===== src/rtl/seven_seg_scan_mux.sv =====
// seven_seg_scan_mux: time-multiplexes three 14-bit two-digit segment buses
// (hours, minutes, seconds) onto a 6-digit common-anode 7-segment display.
// Captures all inputs once per frame, inserts a ghosting guard at the start
// of every digit slot and blinks the field currently under edit.
// Optional feature macro: SCAN_DP_COLON_EN drives dp low on digits 2 and 4
// (colon separators HH.MM.SS); otherwise dp is tied high.
module seven_seg_scan_mux #(
  parameter int SCAN_DIV  = 50000,
  parameter int GUARD     = 16,
  parameter int BLINK_DIV = 12500000
) (
  input  logic        clk,
  input  logic        rst,
  input  logic [13:0] hour1,
  input  logic [13:0] minute1,
  input  logic [13:0] second1,
  input  logic [1:0]  edit_sel,
  output logic [5:0]  an,
  output logic [6:0]  seg,
  output logic        dp
);

  localparam int SW = $clog2(SCAN_DIV);
  localparam int BW = (BLINK_DIV > 1) ? $clog2(BLINK_DIV) : 1;
  localparam logic [SW-1:0] SC_LAST  = SW'(SCAN_DIV - 1);
  localparam logic [SW-1:0] SC_GUARD = SW'(GUARD);
  localparam logic [BW-1:0] BC_LAST  = BW'(BLINK_DIV - 1);

  // Frame snapshot: digit 0 = seconds ones ... digit 5 = hours tens.
  typedef struct packed {
    logic [5:0][6:0] dig;
    logic [1:0]      es;
  } snap_t;

  logic [SW-1:0] sc;
  logic [2:0]    idx;
  logic [BW-1:0] bc;
  logic          vis;
  logic [1:0]    es_q;
  snap_t         snap;

  logic          in_guard;
  logic [6:0]    dig_seg;
  logic [1:0]    dig_fld;
  logic          fld_hit;
  logic [5:0]    an_nxt;
  logic [6:0]    seg_nxt;
  logic          dp_nxt;

  // Slot counter and digit index; a full frame is 6 slots.
  always_ff @(posedge clk) begin
    if (rst) begin
      sc  <= '0;
      idx <= '0;
    end else if (sc == SC_LAST) begin
      sc  <= '0;
      idx <= (idx == 3'd5) ? 3'd0 : idx + 3'd1;
    end else begin
      sc  <= sc + 1'b1;
    end
  end

  // Capture all inputs at the start of each frame so a frame is coherent.
  always_ff @(posedge clk) begin
    if (rst) begin
      snap.dig <= '1;
      snap.es  <= 2'd0;
    end else if (sc == '0 && idx == 3'd0) begin
      snap.dig <= {hour1, minute1, second1};
      snap.es  <= edit_sel;
    end
  end

  // Blink timebase; a change of the live edit field restarts in the visible phase.
  always_ff @(posedge clk) begin
    if (rst) begin
      bc   <= '0;
      vis  <= 1'b1;
      es_q <= 2'd0;
    end else begin
      es_q <= edit_sel;
      if (edit_sel != es_q) begin
        bc  <= '0;
        vis <= 1'b1;
      end else if (bc == BC_LAST) begin
        bc  <= '0;
        vis <= ~vis;
      end else begin
        bc  <= bc + 1'b1;
      end
    end
  end

  // Select the current digit's code and the field it belongs to.
  always_comb begin
    dig_seg = 7'h7F;
    dig_fld = 2'd0;
    case (idx)
      3'd0: begin dig_seg = snap.dig[0]; dig_fld = 2'd1; end
      3'd1: begin dig_seg = snap.dig[1]; dig_fld = 2'd1; end
      3'd2: begin dig_seg = snap.dig[2]; dig_fld = 2'd2; end
      3'd3: begin dig_seg = snap.dig[3]; dig_fld = 2'd2; end
      3'd4: begin dig_seg = snap.dig[4]; dig_fld = 2'd3; end
      3'd5: begin dig_seg = snap.dig[5]; dig_fld = 2'd3; end
      default: begin dig_seg = 7'h7F; dig_fld = 2'd0; end
    endcase
  end

  // Next output values: guard blanks anodes, blink blanks segments only.
  always_comb begin
    in_guard = (sc < SC_GUARD);
    fld_hit  = (snap.es != 2'd0) && (dig_fld == snap.es);
    an_nxt   = in_guard ? 6'h3F : ~(6'b1 << idx);
    seg_nxt  = (!vis && fld_hit) ? 7'h7F : dig_seg;
`ifdef SCAN_DP_COLON_EN
    dp_nxt   = !(!in_guard && (idx == 3'd2 || idx == 3'd4));
`else
    dp_nxt   = 1'b1;
`endif
  end

  // Registered pin drivers.
  always_ff @(posedge clk) begin
    if (rst) begin
      an  <= 6'h3F;
      seg <= 7'h7F;
      dp  <= 1'b1;
    end else begin
      an  <= an_nxt;
      seg <= seg_nxt;
      dp  <= dp_nxt;
    end
  end

endmodule


===== config.mk =====
export PLATFORM = sky130hd
export DESIGN_NAME = seven_seg_scan_mux
export DESIGN_NICKNAME = d
export VERILOG_FILES = /design/src/rtl/seven_seg_scan_mux.sv
export SDC_FILE = /design/constraint.sdc
export NUM_CORES = 1
export LEC_CHECK = 0
export ABC_AREA = 0
export CORE_MARGIN = 4
export CORE_UTILIZATION = 45
export CTS_CLUSTER_SIZE = 30
export DETAILED_ROUTE_END_ITERATION = 7
export GPL_TIMING_DRIVEN = 0
export PLACE_DENSITY = 0.67
export SETUP_SLACK_MARGIN = 0.05
export SYNTH_ARGS = -nofsm -noshare
export SYNTH_HDL_FRONTEND = slang
export SYNTH_SLANG_ARGS = --single-unit
export TNS_END_PERCENT = 30

===== constraint.sdc =====
create_clock -name clk -period 3.3 [get_ports clk]
set_clock_uncertainty 0.1 [all_clocks]
set_input_delay 0.495 -clock clk [delete_from_list [all_inputs] [get_ports clk]]
set_output_delay 0.495 -clock clk [all_outputs]
set_load 0.01 [all_outputs]

Word level (Yosys, flattened, before mapping)
Index checks and enable logic that the tools add are counted.
{ "classes": {"n_addsub": 3, "magnitude_cmp": 1, "eq_ne": 9, "shifts": 1, "mux": 3, "n_bitwise": 2, "n_reduce_logical": 15} }
{ "ops": {"columns": ["operator", "n"], "rows": [
  ["7-bit case mux with 6 select lines", 1],
  ["24-bit by 1-bit adder with 24-bit output, second input constant", 1],
  ["24-bit == test, second input constant", 1],
  ["16-bit by 1-bit adder with 16-bit output, second input constant", 1],
  ["16-bit == test, second input constant", 1],
  ["16-bit logical NOT", 1],
  ["16-bit by 5-bit < comparator with 1-bit output, second input constant", 1],
  ["2-bit OR reduction", 7],
  ["3-bit by 2-bit == test with 1-bit output, second input constant", 2],
  ["3-bit == test, second input constant", 2],
  ["6-bit inverter", 1],
  ["2-bit case mux with 3 select lines", 1],
  ["1-bit by 3-bit << shifter with 6-bit output, first input constant", 1],
  ["3-bit by 1-bit adder with 3-bit output, second input constant", 1],
  ["3-bit by 1-bit == test with 1-bit output, second input constant", 1],
  ["1-bit logical AND", 3],
  ["3-bit logical NOT", 1],
  ["3-bit 2-to-1 mux", 1],
  ["3-bit OR reduction", 1],
  ["2-bit == test", 1],
  ["2-bit inequality test", 1],
  ["2-bit nonzero test", 1],
  ["1-bit logical NOT", 1],
  ["1-bit inverter", 1]
]} }
{ "totals": {"regBits": 103, "inputBits": 46, "output_inout_bits": 14, "wordCells": 48} }

Depth between registers and ports, before layout
{ "depth": {"depth_word": 7, "mapped_depth": 9, "mapped_depth_nobuf": 6} }

Least setup slack after synthesis
Ideal clock, no wire load.
{ "synth_path": {"kind": "register -> register", "start": "reg idx[1]", "end": "reg seg[3]", "setup_ns": 0.127, "arrival_time_ns": 2.376, "t_required_ns": 3.073, "setup_slack_ns": 0.697, "stages_incl_launch_ff": 9, "path_buffers": 3, "synth_period_minus_slack_ns": 2.603, "path_cell_list": "dfxtp_1 > buf_1 > clkbuf_1 > and2_1 > ha_1 > clkbuf_1 > nor3b_1 > or4_1 > or3_1"} }
{ "synth_between": {"elab_chain_cells": 7, "elab_cells_between_ends": 15, "classes_between": "6 x eq/ne; 2 x mux; 7 x reduce/logical"} }
{ "synth_rtl": {"columns": ["item", "line", "text"], "rows": [
  ["from (decl)", "36", "logic [2:0] idx;"],
  ["from (signal assigned)", "57", "idx <= (idx == 3'd5) ? 3'd0 : idx + 3'd1;"],
  ["3-bit == test, or another cell as far along", "98", "case (idx)"],
  ["2-bit OR reduction (no source line)", null, null],
  ["2-bit case mux with 3 select lines", "98", null],
  ["2-bit == test", "112", "fld_hit = (snap.es != 2'd0) && (dig_fld == snap.es);"],
  ["1-bit logical AND", "112", null],
  ["1-bit logical AND", "114", "seg_nxt = (!vis && fld_hit) ? 7'h7F : dig_seg;"],
  ["2-bit OR reduction (no source line)", null, null],
  ["to (signal assigned)", "130", "seg <= seg_nxt;"],
  ["to (decl)", "19", "output logic [6:0] seg,"]
]} }
Several ways; a longest one is shown, not always the timed one.
A chain may end at the register's enable or synchronous reset.

Worst setup path after layout
{ "layout_path": {"start": "reg idx[1]", "end": "reg seg[2]"} }
The elaborated chain is that of the path after synthesis.

==> impl_metrics.py <==
metrics = {
    "clock_network": {
        "cts_tree": "done",
        "cts_sinks": 103,
        "cts_hold_buf": 0,
        "htree_levels": 3,
        "clock_latency_ns": 0.36,
        "cts_setup_buffers": 0,
        "clockBufferDepth": 2,
        "clkTransAtPathRegs_ns": 0.09,
        "cts-root-buf": "clkbuf_8",
        "cts_buffers": 9,
    },
    "critical_path": {
        "crit_type": "register to register",
        "cp.arrival_ns": 3.20,
        "slowest_delay_ns": 0.55,
        "crit_path_cell_trace": "buf_2 > clkbuf_2 > and2_1 > ha_1 > clkbuf_1 > o21ai_0 > a2111oi_0 > or4_4 > or3_1",
        "required_ns": 3.44,
        "critPathSlowestCell": "or4_4",
        "critPathMaxFanout": 10,
        "end_kind": "register",
        "worstSetupStartpointType": "register",
    },
    "yosys": {
        "synth_cell_type_count": 48,
        "synth.most_common_cell": "dfxtp_1",
        "synth_cells": 533,
        "netlist_area_um2": 4561,
        "synth-edff-count": 0,
        "ys_seq_elements": 103,
        "synthTopCellsByArea": "dfxtp_1, a31oi_1, nand2_1",
        "ys_warn_count": 0,
        "avgSynthCellArea_um2": 8.557,
        "synth_area_leader_cell": "dfxtp_1",
        "synth_common_cells": "dfxtp_1, nand2_1, a31oi_1",
        "ys_seq_area_share_pct": 45.21,
        "yosys_most_used_dff": "dfxtp_1",
        "synth_top_area_share_pct": 45.21,
        "synthArstFlopShare_pct": 0,
        "syn_nets": 583,
    },
    "route": {
        "antenna_left": 0,
        "vias_per_cell": 5.524,
        "drt_iter0_markers": 225,
        "wirelength_mm": 11.53,
        "drc": 0,
        "vias": 4082,
        "drt_pass1_iterations": 6,
        "wl_per_cell_um": 15.60,
    },
    "global_route": {
        "antenna_found_initial": 0,
        "grt_pass1_wl_mm": 18.64,
        "grt_pass1_vias": 3872,
        "grtUsageTotal_pct": 20.01,
        "overflow": 0,
        "grt_max_degree": 17,
    },
    "sta": {
        "max_slew_margin_pct": 54.04,
        "fmax_ghz": 0.3270,
        "rsz0062_at_grt": "no",
        "worstMarginPinSlew_ns": 0.6842,
        "period_share_pct": 92.68,
        "hold_violations": 0,
        "slew_viol_final": 0,
        "fin_crit_ns": 3.058,
        "hold_ws_ns": 0.3609,
        "setup_viol_count_final": 0,
    },
    "power_and_ir_drop": {
        "power.density_nw_per_um2": 440.6,
        "leakage_nw": 1.880,
        "p_total_mw": 2.414,
        "irDropWorstVdd_mv": 0.3037,
    },
    "die": {
        "die_h_um": 108.7,
        "dieArea_um2": 11810,
        "die_w_um": 108.7,
        "ios": 60,
        "num_rows": 36,
        "core_um2": 9819,
        "initial_core_util_pct": 46.44,
    },
    "min_path": {
        "hp-class": "register to register",
    },
    "layout": {
        "area_growth_pct": 20.14,
        "drive_above_1_share_pct": 7.921,
        "diodes": 0,
        "layout.nets": 651,
    },
    "placed_design": {
        "routabilityCongestion": 0.8740,
        "hpwl_mm": 8.223,
        "numPortBuffers": 57,
    },
    "job": {
        "maxCapViolations": 0,
    },
    "run_status": {
        "status": "finished clean",
    },
}
-- where the power goes --
group	internal, mW	leakage, nW	total, mW	switching (mW)
clock network	0.294	0.0853	0.714	0.420
registers	1.33	0.845	1.38	0.0499
logic	0.152	0.950	0.323	0.171
-- worst max-delay path: cells and delay by family (launching register included) --
kind                       cells  cell delay [ns]
and+or+nand+nor                3             1.17
adders and majority gates      1             0.18
DFF                            1             0.36
buffers and inverters          3             0.75
AOI/OAI and AO/OA              2             0.39
-- sequential cells by signal, summed over array words and instances (netlist names) --
name  cells
es_q      2
seg       7
snap     44
vis       1
sc       16
idx       3
bc       24
an        6
-- final timing paths --
| path | from | end | slack, ns | cells past startpoint |
|---|---|---|---|---|
| max | idx[1] | seg[2] | 0.24 | 9 |
| min | snap[30] | snap[30] | 0.36 | 2 |
| max reg2reg | idx[1] | seg[2] | 0.24 | 9 |
| min reg2reg | snap[30] | snap[30] | 0.36 | 2 |
-- per-layer routing --
| layer | wire length [µm] | vias up | GRT usage [%] |
|---|---|---|---|
| met2 | 5039 | 95 | 30.14 |
| met1 | 5630 | 1925 | 28.32 |
| met5 | 0 | - | 0 |
| met4 | 204 | 0 | 6.402 |
| li1 | - | 2041 | - |
| met3 | 652 | 21 | 4.737 |
-- layout by cell type (no fill, tap or decap), types with 5 or more instances in the layout --
master | synthesis | layout
buf_6 | 5 | 5
nor2b_1 | 8 | 8
nand4_1 | 12 | 12
clkbuf_8 | 0 | 10
inv_1 | 10 | 10
mux2_2 | 5 | 5
nand2_1 | 58 | 58
and3_1 | 7 | 7
a31oi_1 | 42 | 42
clkbuf_1 | 30 | 30
or2_2 | 5 | 5
or3_1 | 13 | 13
a22oi_1 | 10 | 10
or4_1 | 6 | 5
xor2_1 | 13 | 13
o31ai_1 | 5 | 5
xnor2_1 | 14 | 14
buf_2 | 4 | 5
a21oi_1 | 13 | 13
nor2_1 | 37 | 37
o21ai_1 | 38 | 38
clkdlybuf4s50_1 | 0 | 57
dfxtp_1 | 103 | 103
o21ai_0 | 18 | 18
nand3_1 | 24 | 24
nor3_1 | 9 | 9
-- cell families after synthesis --
family | Yosys count | synth area share, %
buffers and inverters | 52 | 5.377
XOR/XNOR | 27 | 5.185
flip-flops | 103 | 45.21
AO/OA/AOI/OAI | 135 | 17.53
adder cells (fa/ha/maj) | 4 | 1.097
multiplexers | 9 | 2.112
AND/OR/NAND/NOR | 202 | 23.40
other | 1 | 0.08223
-- per-stage QoR --
stage	TNS [ns]	instance area, µm²	utilization (%)	worst slack [ns]	cells
2_1_floorplan	0	4561	-	0.6971	533
4_1_cts	0	5474	55.75	0.08590	739
3_3_place_gp	-0.2389	5298	53.95	-0.08348	723
5_1_grt	0	5479	55.80	0.1266	739
3_5_place_dp	-0.2557	5298	53.95	-0.1068	723
6_report	0	5479	55.80	0.2416	739
-- timing repair --
item | CTS | global route
pin swaps | 0 | 0
resized for setup | 1 | 3
hold endpoints to repair | 0 | 0
setup endpoints to repair | 7 | 7
-- layout make-up --
type	count	area [µm²]
Fill cell	976	4340
Multi-Input combinational cell	378	2257
Sequential cell	103	2062
Timing Repair Buffer	57	570.5
Buffer	42	210.2
Tap cell	133	166.4
Clock buffer	11	141.4
Inverter	10	37.54
Clock inverter	5	33.78
No activity file was read; power rests on OpenSTA's default activity.
